File: src/rtl/i2s_tx.sv
// i2s_tx: I2S serializer with a one-pair holding buffer, one-bit-delay framing and underrun counting.
module i2s_tx #(
   parameter int DW = 24
) (
   input  logic          clk,
   input  logic          rst_n,
   input  logic          sclk,
   input  logic          lrclk,
   input  logic          in_valid,
   output logic          in_ready,
   input  logic [DW-1:0] in_left,
   input  logic [DW-1:0] in_right,
   output logic          sdata,
   output logic          underrun,
   output logic [15:0]   underrun_count
);
   localparam int CW = $clog2(DW + 1);
   logic            sclk_q, lrclk_q, buf_full_q, buf_full_d, sdata_q, sdata_d, ur_q, ur_d;
   logic [2*DW-1:0] buf_q, buf_d, act_q, act_d;
   logic [DW-1:0]   shreg_q, shreg_d;
   logic [CW-1:0]   bit_cnt_q, bit_cnt_d;
   logic [15:0]     ucnt_q, ucnt_d;
   logic            sclk_fall, lr_edge;
   always_comb begin
      sclk_fall  = sclk_q & ~sclk;
      lr_edge    = lrclk != lrclk_q;
      buf_d      = buf_q;
      buf_full_d = buf_full_q;
      act_d      = act_q;
      shreg_d    = shreg_q;
      bit_cnt_d  = bit_cnt_q;
      sdata_d    = sdata_q;
      ur_d       = 1'b0;
      ucnt_d     = ucnt_q;
      if (in_valid && !buf_full_q) begin
         buf_d      = {in_left, in_right};
         buf_full_d = 1'b1;
      end
      // Slot starts take priority over a coincident sclk fall: that fall is the delay bit.
      if (lr_edge && !lrclk) begin
         act_d      = buf_full_q ? buf_q : '0;
         buf_full_d = buf_full_q ? 1'b0 : buf_full_d;
         ur_d       = !buf_full_q;
         ucnt_d     = (!buf_full_q && ucnt_q != 16'hFFFF) ? ucnt_q + 16'd1 : ucnt_q;
         shreg_d    = act_d[2*DW-1:DW];
         bit_cnt_d  = CW'(DW);
         sdata_d    = 1'b0;
      end else if (lr_edge) begin
         shreg_d   = act_q[DW-1:0];
         bit_cnt_d = CW'(DW);
         sdata_d   = 1'b0;
      end else if (sclk_fall) begin
         sdata_d   = (bit_cnt_q != '0) & shreg_q[DW-1];
         shreg_d   = (bit_cnt_q != '0) ? shreg_q << 1 : shreg_q;
         bit_cnt_d = (bit_cnt_q != '0) ? bit_cnt_q - 1'b1 : bit_cnt_q;
      end
   end
   always_ff @(posedge clk or negedge rst_n) begin
      if (!rst_n) begin
         sclk_q     <= 1'b0;
         lrclk_q    <= 1'b1;
         buf_full_q <= 1'b0;
         buf_q      <= '0;
         act_q      <= '0;
         shreg_q    <= '0;
         bit_cnt_q  <= '0;
         sdata_q    <= 1'b0;
         ur_q       <= 1'b0;
         ucnt_q     <= '0;
      end else begin
         sclk_q     <= sclk;
         lrclk_q    <= lrclk;
         buf_full_q <= buf_full_d;
         buf_q      <= buf_d;
         act_q      <= act_d;
         shreg_q    <= shreg_d;
         bit_cnt_q  <= bit_cnt_d;
         sdata_q    <= sdata_d;
         ur_q       <= ur_d;
         ucnt_q     <= ucnt_d;
      end
   end
   assign in_ready       = ~buf_full_q;
   assign sdata          = sdata_q;
   assign underrun       = ur_q;
   assign underrun_count = ucnt_q;
endmodule

File: config.mk
export PLATFORM = sky130hd
export DESIGN_NAME = i2s_tx
export DESIGN_NICKNAME = d
export VERILOG_FILES = /design/src/rtl/i2s_tx.sv
export SDC_FILE = /design/constraint.sdc
export NUM_CORES = 1
export LEC_CHECK = 0
export BUFFER_PORTS_ARGS = -buffer_cell sky130_fd_sc_hd__buf_2
export CAP_MARGIN = 5
export CELL_PAD_IN_SITES_DETAIL_PLACEMENT = 1
export CELL_PAD_IN_SITES_GLOBAL_PLACEMENT = 2
export CORE_AREA = 10 10 103 174
export CTS_CLUSTER_SIZE = 10
export DETAILED_ROUTE_END_ITERATION = 10
export DIE_AREA = 0 0 113 184
export GPL_TIMING_DRIVEN = 0
export MAX_ROUTING_LAYER = met4
export PLACE_DENSITY_LB_ADDON = 0.1
export SLEW_MARGIN = 10
export SYNTH_ARGS = -nofsm -noshare
export SYNTH_HDL_FRONTEND = slang
export SYNTH_SLANG_ARGS = --single-unit
File: constraint.sdc
create_clock -name clk -period 1.6 [get_ports clk]
set_input_delay 0.24 -clock clk [delete_from_list [all_inputs] [get_ports clk]]
set_output_delay 0.24 -clock clk [all_outputs]
set_load 0.02 [all_outputs]
Word level (Yosys, flattened, before mapping):

Cells that the tools add are included.

* bits in registers: 122
* output and inout port bits: 19
* input port bits: 53
* word-level logic and storage cells: 44

* reduce and logical (&&, ||, !) cells: 10
* $add $sub $neg: 2
* equal/unequal tests: 2
* bitwise logic cells: 4
* muxes and demuxes: 16

Operators by type and width (number)
* two-way mux 24 bit: 4
* two-way mux 48 bit: 1
* two-way mux 5 bit: 4
* adder 16 x 1 -> 16 bit (second input constant): 1
* != test 16 bit (second input constant): 1
* two-way mux 1 bit: 7
* nonzero test 3 bit: 2
* nonzero test 5 bit: 1
* subtractor 5 x 1 -> 5 bit (second input constant): 1
* AND reduction 2 bit: 2
* logical AND 1 bit: 3
* AND 1 bit: 2
* zero test 1 bit: 2
* inverter 1 bit: 2
* != test 1 bit: 1

Logic depth before layout (Yosys ltp):

* word-level depth: 5
* depth in mapped cells: 7
* mapped depth without buffers: 7

Least setup slack after synthesis:

No wires, ideal clock.

* kind: reg-to-reg
* start point: register ucnt_q[0], in the netlist underrun_count[0]
* end point: register ucnt_q[1], in the netlist underrun_count[1]
* setup slack: -0.232 ns
* clock period less this slack: 1.832 ns
* arrival: 1.707 ns
* library setup time: 0.125 ns
* buffers on the path: 0
* data required time: 1.475 ns
* cell stages (with the launch flop): 5
* cells stage by stage: dfrtp_1 > ha_1 > nand4_2 > o41a_1 > mux2_4

* word-level cells in the longest chain between the ends: 3

Ends and longest elaborated chain
* start, declared: line 22 `logic [15:0] ucnt_q, ucnt_d;`
* start signal, assigned: line 80 `ucnt_q <= ucnt_d;`
* branches (longest 3 deep; another with adder 16 x 1 -> 16 bit)

Parallel ways; which one is timed is not known.
A chain may end at the register's enable or synchronous reset.

Worst setup path in the final report:

* start point: register bit_cnt_q[1]
* end point: register shreg_q[6]

* word-level cells in the longest chain between the ends: 3

Ends and longest elaborated chain
* start, declared: line 21 `logic [CW-1:0] bit_cnt_q, bit_cnt_d;`
* start signal, assigned: line 77 `bit_cnt_q <= bit_cnt_d;`
* nonzero test 5 bit: line 54 `shreg_d = (bit_cnt_q != '0) ? shreg_q << 1 : shreg_q;`
* nonzero test 3 bit (no line)
* AND reduction 2 bit (no line)
* end signal, assigned: line 76 `shreg_q <= shreg_d;`
* end, declared: line 20 `logic [DW-1:0] shreg_q, shreg_d;`

No other way between the ends.

==> run_results.csv <==
group,metric,value,unit
layout,final_nets,588,
cts,cts_root_buffer,"clkbuf_16",
drt,wl_per_cell,19.45,um
grt,met1_usage,0.1550,
drt,drt_pre_antenna_iters,4,
placement,port-buffer-count,71,
grt,use_met3,0.03856,
drt,vias,3699,
cts,path_clk_slew,0.06,ns
hold_path,min-delay-start,"in_right[19]",
grt,grt_pass1_wl,23160,um
cts,htree_levels,4,
floorplan,start_util,0.3588,
yosys,avgSynthCellArea,13.24,um2
placement,hpwlAfterDp,9443,um
sta,skew,0.01266,ns
layout,antenna_cells,0,
critical_path,crit_arrival,2.02,ns
drt,drc,0,
floorplan,die_w,113,um
cts,cts_max_path_buffers,2,
grt,busiest_layer,"met2",
critical_path,cp_cell_sequence,"inv_2, ha_4, nor4b_4, o21ai_4, buf_12, clkbuf_16, mux2_4",
layout,layout_commonest_cell,"dfrtp_1",
yosys,seq_area_frac_synth,0.5737,
drt,ant_nets,0,
sta,max_freq,0.5791,GHz
layout,seq_area,3063,um2
critical_path,critPathMaxStageDelay,0.40,ns
drt,vias_per_cell,5.081,
layout,nFillCells,1547,
sta,hold_viol,0,
job,cap_violations,0,
placement,gp_congestion,0.7432,
critical_path,crit_family,"flip-flops",
layout,multi_input_area,2340,um2
critical_path,timing.rr.end,"shreg_q[6]$_DFFE_PN0P_",
yosys,netlist_instances,402,
critical_path,r2r_setup_slack,-0.13,ns
critical_path,endpoint_kind,"flip-flop",
sta,rsz0062_at_grt,"yes",
yosys,yosys_most_used_dff,"dfrtp_1",
critical_path,r2r_start,"bit_cnt_q[1]$_DFFE_PN0P_",
floorplan,rows,59,
pwr,ir_drop,0.6643,mV
yosys,synthArstFlopShare,1.000,
placement,post_dp_cell_area,5973,um2
grt,grt_pass1_vias,4384,
grt,overflow,0,
drt,drtIter0Drc,120,
grt,use_met2,0.2505,
pwr,p_leak,3.415,nW
yosys,post_synth_num_cell_types,42,
sta,setup_ws,-0.1268,ns
layout,area_delta_synth_final,36.43,%
grt,grt_max_degree,63,
pwr,power,11.21,mW
floorplan,die_area,20790,um2
sta,max_slew_margin,0.6001,
critical_path,startpoint_type,"flip-flop",
hold_path,hp-class,"in -> reg",
sta,period_minus_slack,1.727,ns
cts,clkLatencyLatePin,0.42,ns
yosys,ys_ff_latch,122,
hold_path,worstHoldEndpoint,"buf_q[19]$_DFFE_PN0P_",
yosys,yosysWarnings,0,
cts,clkSinkCount,122,
yosys,synth_nets,458,
critical_path,worstPathMaxFanout,5,
run_status,violations,"negative setup slack",
sta,final-setup-viol-count,27,
grt,antenna_found_initial,0,
critical_path,path_buf_inv,3,
critical_path,critPathRequiredTime,1.89,ns
pwr,power_density,1543,nW/um2
drt,routed_wl,14160,um
yosys,syn_area,5324,um2
floorplan,coreArea,14840,um2
grt,track_usage,0.1447,
sta,worstMarginPinSlew,0.5998,ns
floorplan,die_h,184,um
run_status,status,"complete, but fails checks",
sta,period_share,1.079,
layout,stdcell_area,7263,um2
layout,drive_gt1_frac,0.4954,
sta,slew_viol_final,0,
critical_path,path_class,"reg -> reg",
critical_path,r2r_cells,7,
cts,cts_buffers,17,
yosys,synth_edf_count,0,
critical_path,cp_slowest_cell,"dfrtp_1",
hold_path,hold_depth,2,
cts,cts_tree,"built",
layout,final_cell_mix,"dfrtp_1 (114), buf_2 (70), mux2_2 (52)",
floorplan,io_pins,72,
==> layer usage <==
layer | up-vias | share of wire
met4 | 0 | 0.020
li1 | 1710 | -
met3 | 21 | 0.034
met1 | 1888 | 0.41
met5 | - | 0
met2 | 80 | 0.54
==> metrics by stage <==
step,setup TNS (ns),setup WS [ns],hold WS (ns),util,instances
floorplan,-2.347,-0.1090,-0.05559,-,402
global placement,-190.80,-1.548,0.3753,0.4003,656
detailed placement,-31.50,-0.6327,0.2691,0.4026,657
CTS,-2.676,-0.1287,0.03778,0.4738,718
global route,-4.706,-0.1773,0.04294,0.4895,728
finish,-2.564,-0.1268,0.05190,0.4895,728
==> where the power goes <==
part | total, mW | internal [mW] | switching (mW)
sequential | 4.64 | 4.04 | 0.602
clock | 4.25 | 2.85 | 1.40
combinational | 2.32 | 1.40 | 0.925
==> sequential cells by signal, indices dropped and copies added, names as in the netlist <==
register        flops
act_q              24
bit_cnt_q           5
buf_full_q          1
buf_q              48
lrclk_q             1
sclk_q              1
sdata               1
shreg_q            24
underrun            1
underrun_count     16
==> final cells by class <==
cell class,count,area share
plain buffers,21,0.02498
multi-input cells,252,0.3221
inverters,7,0.004651
repair buffers,111,0.1051
well taps,183,0.03152
clock inverters,11,0.02653
flip-flops and latches,122,0.4217
clock buffers,21,0.06339
==> cells in the mapped netlist (5+ instances only) <==
cell type / n / area share
dfrtp_1: 121 / 0.57
mux2_2: 52 / 0.11
nand2_1: 33 / 0.023
o21ai_0: 26 / 0.024
a22o_1: 23 / 0.038
mux2i_1: 23 / 0.043
mux2_4: 21 / 0.059
clkbuf_1: 12 / 0.0085
nand4_1: 7 / 0.0082
xnor2_1: 7 / 0.012
xor2_1: 7 / 0.012
inv_1: 6 / 0.0042
nand3_1: 6 / 0.0056
a21oi_1: 5 / 0.0047
buf_2: 5 / 0.0047
nor2_1: 5 / 0.0035
nor3_1: 5 / 0.0047
nor4_1: 5 / 0.0059
==> timing repair <==
action,4_1_cts,5_1_grt
setup buffers,26,10
resized for setup,52,33
setup endpoints to repair,110,60
hold buffers,3,0
gates cloned,0,2
pin swaps,7,23
endpoints found under the hold margin,62,0
==> how the worst max path moves through the flow <==
stage                                        start                        endpoint  slack, ns  cells past startpoint
after floorplan           bit_cnt_q[0]$_DFFE_PN0P_         shreg_q[10]$_DFFE_PN0P_      -0.11                      6
after global placement                       rst_n   underrun_count[0]$_DFFE_PN0P_      -1.55                      1
after detailed placement         lrclk_q$_DFF_PN1_  underrun_count[14]$_DFFE_PN0P_      -0.63                      5
after CTS                 bit_cnt_q[1]$_DFFE_PN0P_          shreg_q[9]$_DFFE_PN0P_      -0.13                      6
after global routing      bit_cnt_q[1]$_DFFE_PN0P_          shreg_q[6]$_DFFE_PN0P_      -0.18                      7
final                     bit_cnt_q[1]$_DFFE_PN0P_          shreg_q[6]$_DFFE_PN0P_      -0.13                      7
==> worst reg2reg max path, delay by kind of cell, from the launching register on <==
family          cells  cell delay [ns]
fa+ha+maj           1             0.12
flops               1             0.40
compound gates      1             0.09
simple gates        1             0.31
mux                 1             0.29
buf+inv             3             0.39
==> kinds of logic after synthesis <==
| logic type | after synthesis | synth area share |
|---|---|---|
| flops | 122 | 0.5737 |
| mux | 96 | 0.2125 |
| simple gates | 76 | 0.07826 |
| compound gates | 63 | 0.08178 |
| buf+inv | 28 | 0.02373 |
| xor+xnor | 14 | 0.02303 |
| fa+ha+maj | 3 | 0.007051 |
Note: power is estimated with default switching activity, not from simulation.
